[config.mk]
export PLATFORM = sky130hd
export DESIGN_NAME = ex_mem_pipeline_register
export DESIGN_NICKNAME = d
export VERILOG_FILES = /design/src/rtl/soc_pipeline_pkg.sv /design/src/rtl/write_data_half_mux.sv /design/src/rtl/ex_mem_pipeline_register.sv
export SDC_FILE = /design/constraint.sdc
export NUM_CORES = 1
export LEC_CHECK = 0
export BUFFER_PORTS_ARGS = -buffer_cell sky130_fd_sc_hd__buf_4
export CELL_PAD_IN_SITES_DETAIL_PLACEMENT = 0
export CELL_PAD_IN_SITES_GLOBAL_PLACEMENT = 1
export CORE_ASPECT_RATIO = 0.6
export CORE_MARGIN = 1
export CORE_UTILIZATION = 34
export DETAILED_ROUTE_END_ITERATION = 7
export HOLD_SLACK_MARGIN = 0.06
export PLACE_DENSITY_LB_ADDON = 0.25
export SKIP_CTS_REPAIR_TIMING = 1
export SYNTH_ARGS = -nofsm -noshare
export SYNTH_HDL_FRONTEND = slang
export SYNTH_SLANG_ARGS = --single-unit
[constraint.sdc]
create_clock -name clock -period 3.9 [get_ports clock]
set_input_delay 0.39 -clock clock [delete_from_list [all_inputs] [get_ports clock]]
set_output_delay 0.39 -clock clock [all_outputs]
set_load 0.005 [all_outputs]
[src/rtl/soc_pipeline_pkg.sv]
// rtl/soc_pipeline_pkg.sv - shared constants and state type for the EX/MEM pipeline slice
package soc_pipeline_pkg;

  localparam logic [7:0] NOP_OPCODE = 8'h00;

  // Bit positions within the one-hot write-data selects
  localparam int SEL_RF_SFR = 0;
  localparam int SEL_EXMEM  = 1;
  localparam int SEL_MEMWB  = 2;
  localparam int SEL_IMM    = 3;

  typedef enum logic {
    EMPTY = 1'b0,
    FULL  = 1'b1
  } ex_mem_state_t;

endpackage

[src/rtl/write_data_half_mux.sv]
// rtl/write_data_half_mux.sv - one-hot 4-source mux for one half of the memory write data
module write_data_half_mux #(
  parameter int WIDTH = 8
) (
  input  logic [3:0]       sel,
  input  logic [WIDTH-1:0] src_rf_sfr,
  input  logic [WIDTH-1:0] src_exmem,
  input  logic [WIDTH-1:0] src_memwb,
  input  logic [WIDTH-1:0] src_imm,
  output logic [WIDTH-1:0] data,
  output logic             sel_error
);
  import soc_pipeline_pkg::*;

  // Anything other than exactly one select bit produces a zero half
  always_comb begin
    data      = '0;
    sel_error = ($countones(sel) != 1);
    if (!sel_error) begin
      if (sel[SEL_RF_SFR]) data = src_rf_sfr;
      if (sel[SEL_EXMEM])  data = src_exmem;
      if (sel[SEL_MEMWB])  data = src_memwb;
      if (sel[SEL_IMM])    data = src_imm;
    end
  end

endmodule

[src/rtl/ex_mem_pipeline_register.sv]
// rtl/ex_mem_pipeline_register.sv - EX/MEM pipeline register with valid/ready, flush and write-data assembly
// Optional stall counter output enabled by EX_MEM_STALL_CNT_EN.
module ex_mem_pipeline_register #(
  parameter int         DATA_WIDTH  = 16,
  parameter int         INSTR_WIDTH = 32,
  parameter logic [7:0] NOP_OPCODE  = soc_pipeline_pkg::NOP_OPCODE
) (
  input  logic                   clock,
  input  logic                   reset_n,
  input  logic                   ex_valid,
  output logic                   ex_ready,
  input  logic [INSTR_WIDTH-1:0] ex_instruction,
  input  logic [DATA_WIDTH-1:0]  ex_alu_result,
  input  logic [DATA_WIDTH-1:0]  rf_read_data,
  input  logic [DATA_WIDTH-1:0]  sfr_read_data,
  input  logic [DATA_WIDTH-1:0]  mem_wb_data,
  input  logic                   sfr_input_sel,
  input  logic [3:0]             mem_write_data_sel_top,
  input  logic [3:0]             mem_write_data_sel_bot,
  input  logic                   flush,
  input  logic                   mem_ready,
  output logic                   mem_valid,
  output logic [INSTR_WIDTH-1:0] mem_instruction,
  output logic [7:0]             ex_mem_instruction,
  output logic [DATA_WIDTH-1:0]  mem_alu_result,
  output logic [DATA_WIDTH-1:0]  mem_write_data,
  output logic                   sel_error
`ifdef EX_MEM_STALL_CNT_EN
  ,
  output logic [15:0]            stall_count
`endif
);
  import soc_pipeline_pkg::*;

  localparam int H = DATA_WIDTH / 2;
  localparam logic [INSTR_WIDTH-1:0] NOP_INSTR = {{(INSTR_WIDTH-8){1'b0}}, NOP_OPCODE};

  ex_mem_state_t state_q, state_d;
  logic capture;
  logic drain;

  logic [DATA_WIDTH-1:0] src_rf_sfr;
  logic [DATA_WIDTH-1:0] src_imm;
  logic [H-1:0]          wdata_top;
  logic [H-1:0]          wdata_bot;
  logic                  err_top;
  logic                  err_bot;

  assign mem_valid          = (state_q == FULL);
  assign ex_ready           = !mem_valid || mem_ready;
  assign capture            = ex_valid && ex_ready && !flush;
  assign drain              = mem_valid && mem_ready;
  assign ex_mem_instruction = mem_valid ? mem_instruction[7:0] : NOP_OPCODE;

  always_comb begin
    state_d = state_q;
    if (flush) begin
      state_d = EMPTY;
    end else if (capture) begin
      state_d = FULL;
    end else if (drain) begin
      state_d = EMPTY;
    end
  end

  assign src_rf_sfr = sfr_input_sel ? sfr_read_data : rf_read_data;
  assign src_imm    = ex_instruction[INSTR_WIDTH-1 -: DATA_WIDTH];

  // EX/MEM forward uses the registered result even when empty (stale value)
  write_data_half_mux #(.WIDTH(H)) u_mux_top (
    .sel        (mem_write_data_sel_top),
    .src_rf_sfr (src_rf_sfr[DATA_WIDTH-1:H]),
    .src_exmem  (mem_alu_result[DATA_WIDTH-1:H]),
    .src_memwb  (mem_wb_data[DATA_WIDTH-1:H]),
    .src_imm    (src_imm[DATA_WIDTH-1:H]),
    .data       (wdata_top),
    .sel_error  (err_top)
  );

  write_data_half_mux #(.WIDTH(H)) u_mux_bot (
    .sel        (mem_write_data_sel_bot),
    .src_rf_sfr (src_rf_sfr[H-1:0]),
    .src_exmem  (mem_alu_result[H-1:0]),
    .src_memwb  (mem_wb_data[H-1:0]),
    .src_imm    (src_imm[H-1:0]),
    .data       (wdata_bot),
    .sel_error  (err_bot)
  );

  // Data registers only move on capture; flush and drain just retire the instruction to NOP
  always_ff @(posedge clock or negedge reset_n) begin
    if (!reset_n) begin
      state_q         <= EMPTY;
      mem_instruction <= NOP_INSTR;
      mem_alu_result  <= '0;
      mem_write_data  <= '0;
      sel_error       <= 1'b0;
    end else begin
      state_q <= state_d;
      if (flush) begin
        mem_instruction <= NOP_INSTR;
      end else if (capture) begin
        mem_instruction <= ex_instruction;
        mem_alu_result  <= ex_alu_result;
        mem_write_data  <= {wdata_top, wdata_bot};
        sel_error       <= sel_error || err_top || err_bot;
      end else if (drain) begin
        mem_instruction <= NOP_INSTR;
      end
    end
  end

`ifdef EX_MEM_STALL_CNT_EN
  always_ff @(posedge clock or negedge reset_n) begin
    if (!reset_n) begin
      stall_count <= 16'h0000;
    end else if (mem_valid && !mem_ready && (stall_count != 16'hFFFF)) begin
      stall_count <= stall_count + 16'h0001;
    end
  end
`endif

endmodule

Word level (Yosys, flattened, before mapping)
Cells that the tools add are included. Widths: inputs -> output; s select.

Add/subtract/negate cells: 6. Equality and inequality tests: 2. Reductions and logical operators: 10. Bitwise logic cells: 1. Mux-type cells: 18.

Operators with widths (number): $mux 32 (3); $mux 8 (11); $add 32x32->32 (2); $ne 32x2->1 const B (2); $mux 16 (1); $add 1x1->2 (4); $logic_and 1x1->1 (3); $logic_or 1x1->1 (3); $mux 1 (3); $reduce_bool 3->1 (1); $logic_not 1->1 (2); $reduce_and 2->1 (1); $not 1->1 (1).

Input bits: 110. Word-level logic and storage cells: 42. Output and inout bits: 75. Register bits: 66.

Depth between registers and ports, before layout
Depth in word-level cells: 6. Depth in mapped cells: 7. Gate-level depth less buffers: 7.

By module
A second synthesis with hierarchy kept.

Cell total of the unflattened synthesis: 271. Area total of the unflattened synthesis: 3407.0 sq um.

By module, submodules not included: ex_mem_pipeline_register (cells an instance 175, area an instance 2748.9 sq um, sequential area each 1651.6 sq um, instances 1); write_data_half_mux (cells an instance 48, area an instance 329.1 sq um, sequential area each 0.0 sq um, instances 2).

Worst setup path after synthesis
Ideal clock, no wire load.

Kind: input port to flip-flop. From: input port mem_write_data_sel_top[2]. To: register mem_write_data[10]. Stages: 7. Required time: 3824 ps. Path buffers: 0. Library setup time: 76 ps. Arrival: 2381 ps. Setup slack: 1443 ps. Path through: ha_1 -> ha_1 -> fa_1 -> or3b_4 -> nor4b_4 -> nand2b_4 -> o21ai_1.

Cells in the longest elaborated chain, start to end: 4. Elaborated cells between the ends (all ways): 6. Classes of those cells: add/sub (2); eq/ne (1); mux (3).

RTL lines: start: declaration (RTL line ex_mem_pipeline_register.sv:18) `input logic [3:0] mem_write_data_sel_top,`; $add 1x1->2 (not written as such) (RTL line write_data_half_mux.sv:18) `sel_error = ($countones(sel) != 1);`; $add 32x32->32 (not written as such) (RTL line write_data_half_mux.sv:18); $ne 32x2->1 (RTL line write_data_half_mux.sv:18); $mux 8 (*) (RTL line write_data_half_mux.sv:19) `if (!sel_error) begin`; end signal: assignment (RTL line ex_mem_pipeline_register.sv:105) `mem_write_data <= {wdata_top, wdata_bot};`; end: declaration (RTL line ex_mem_pipeline_register.sv:26) `output logic [DATA_WIDTH-1:0] mem_write_data,`.

Every way passes the cells marked *; elsewhere a longest branch is shown, timed or not. A chain may end at the register's enable or synchronous reset.

Worst setup path in the final report
From: input port mem_write_data_sel_top[2]. To: register mem_write_data[14].

The elaborated chain is that of the path after synthesis.

==> run metrics <==
Global Route Usage Sum 21.4%; CTS root buffer clkbuf_16; CTS sink count 66; antenna violations before repair 0; Fin Clk Skew 0.00677 ns; Setup crit end kind flip-flop; first-pass GRT wire length 15,800 µm; FP Rows 26; Congestion Overflow GR 0; Final #Nets 608; post-route ant nets 0; leakage dissipation 2.61 nW; Placed Instances 591; # diodes 0; number of flops mapped to enable cells by yosys 0; final std cells w/o fill 607; most used cell, CP ha_1; post-synth top area cell dfrtp_1; P per Cell Area 417 nW/µm²; Reg clk slew, reported paths 0.06 ns; syn nets 431; Worst-Skew Late Latency 0.33 ns; Clock Path Buffers 2; Syn Area/Cell 10.2 µm²; vias 3,070; # DRC 0; core area 8780 µm²; pre-CTS setup slack 1.08 ns; Yosys cell types 30; FF/Latch Area 1650 µm²; DIE HEIGHT 77.0 µm; Max-Slew Margin vs Limit 44.5%; initial core utilization 36.3%; Final setup viols 0; Min Clock Period, post-route 2.49 ns; First DRT Iteration DRCs 147; top-area cell type share of the netlist area 51.8%; CP top delay family simple AND/OR/NAND/NOR gates; crit path cell chain buf_4, ha_1, ha_1, fa_1, or3b_4, nor4b_4, nand2b_4, o21ai_1; Commonest cells post-synth 66 x dfrtp_1, 57 x nand2_1, 32 x a22o_1; setup TNS 0 ns; crit path buf inv count 1; mean routed wirelength per cell 16.8 µm; vias in the first global route 2,934; final worst slack 1.41 ns; Die Area 9780 µm²; pin count of the biggest net entering global routing 67; asr flop ratio synth 100%; share of cells above drive strength 1 42.4%; Ys Warns 0; Worst Tran Pin Value 0.833 ns; PortBufs 184; DP Wirelength 7630 µm; unrepaired setup endpoints after global routing false; Setup CP Type primary input to flip-flop; DR vias/cell 5.06; final worst path period share 63.9%; FMAX 402 MHz; most numerous cell in the Yosys netlist dfrtp_1; Final Hold Fails 0; WL final 10,200 µm; max-slew violations 0; Hold WC Path Type primary input to async pin; Crit Path Max Fanout 10; CTS tree built; Worst path max stage delay 0.53 ns; Netlist Area Pre-Place 3190 µm²; Synth-to-Final Area Change 55.7%; WP data arrival 2.74 ns; Crit-path slowest cell nor4b_4; status completed; die width 127 µm; MaxCap Viol Count 0; Synth Flop Type dfrtp_1; first-pass iteration count of the detailed router 4; Synth area leaders dfrtp_1 52%, a22o_1 8.8%, nand2_1 6.7%; sequential cell area fraction in the yosys report 51.8%; htree depth 3; clock buffer count from CTS 9; WP data required 4.15 ns; Peak supply drop 0.226 mV; post-synthesis instance total 313; global placement routability congestion 0.789; post-synthesis register bit count 66; multi-input logic area 1410 µm²; final core occ 56.5%; number of fill cells 796; crit path launch type primary input; I/O pin cnt 185
## metrics by stage
step / hold slack [ns] / power, mW / area (µm²)
after floorplan: 0.0944 / 0.961 / 3190
after global placement: 0.441 / 1.22 / 4640
after detailed placement: 0.458 / 1.23 / 4640
after CTS: 0.197 / 2.10 / 4960
after global routing: 0.234 / 2.18 / 4960
final: 0.168 / 2.07 / 4960
## final timing paths
kind                                                 from                   to  slack [ns]  cells past startpoint
worst min-delay path                              reset_n    mem_write_data[5]        0.17                      1
min in group clock                      ex_alu_result[14]   mem_alu_result[14]        0.26                      3
max in group asynchronous                         reset_n   mem_write_data[11]        3.19                      1
worst max-delay path            mem_write_data_sel_top[2]   mem_write_data[14]        1.41                      8
worst max register to register                  mem_valid  mem_instruction[14]        1.66                      4
worst min register to register                  sel_error            sel_error        0.46                      1
## flip-flops by register name (all words and copies together), names as in the netlist
| name | flops |
|---|---|
| mem_instruction | 32 |
| mem_alu_result | 16 |
| mem_write_data | 16 |
| mem_valid | 1 |
| sel_error | 1 |
## cell families (layout without fill, tap and decap cells)
logic type / count (synthesis) / count (layout) / share of synthesized area, %
compound gates: 114 / 114 / 23.4
flops: 66 / 66 / 51.8
mux: 16 / 16 / 5.03
fa+ha+maj: 8 / 8 / 3.61
simple gates: 78 / 78 / 12.0
buf+inv: 31 / 213 / 4.12
## final cells by class
class / instances / area share [%]
Clock buffer: 10 / 4.61
Multi-Input combinational cell: 216 / 28.4
Inverter: 10 / 0.756
Sequential cell: 66 / 33.3
Tap cell: 112 / 2.82
Timing Repair Buffer: 187 / 28.3
Clock inverter: 6 / 1.82
## per-layer routing
layer  vias to the layer above  part of all wire, %  track usage [%]
met5                         -                    0                0
met4                         0                  1.0             5.36
met3                        11                  9.2             6.77
met2                       164                   40             29.1
met1                      1416                   49             32.3
li1                       1479                    -                -
## power by group
| part | total, mW | internal, mW | switching, mW | leakage, nW |
|---|---|---|---|---|
| Combinational | 0.408 | 0.227 | 0.181 | 1.59 |
| Sequential | 0.804 | 0.752 | 0.0512 | 0.866 |
| Clock | 0.858 | 0.561 | 0.297 | 0.153 |
| Total | 2.07 | 1.54 | 0.528 | 2.61 |
## cells in the final DEF (no fill, tap or decap), types with 2 or more instances in the layout
cell type	Yosys	routed
a21oi_1	24	24
a22o_1	32	32
a22oi_1	8	8
a32oi_1	8	8
and2_1	8	8
buf_4	1	187
bufinv_16	0	2
clkbuf_16	0	9
dfrtp_1	66	66
fa_1	2	2
ha_1	6	6
inv_1	9	9
mux2i_1	16	16
nand2_1	57	57
nand2b_1	3	3
nor2_1	2	2
o21ai_0	24	24
o21ai_1	16	16
(Power assumes the default switching activity.)
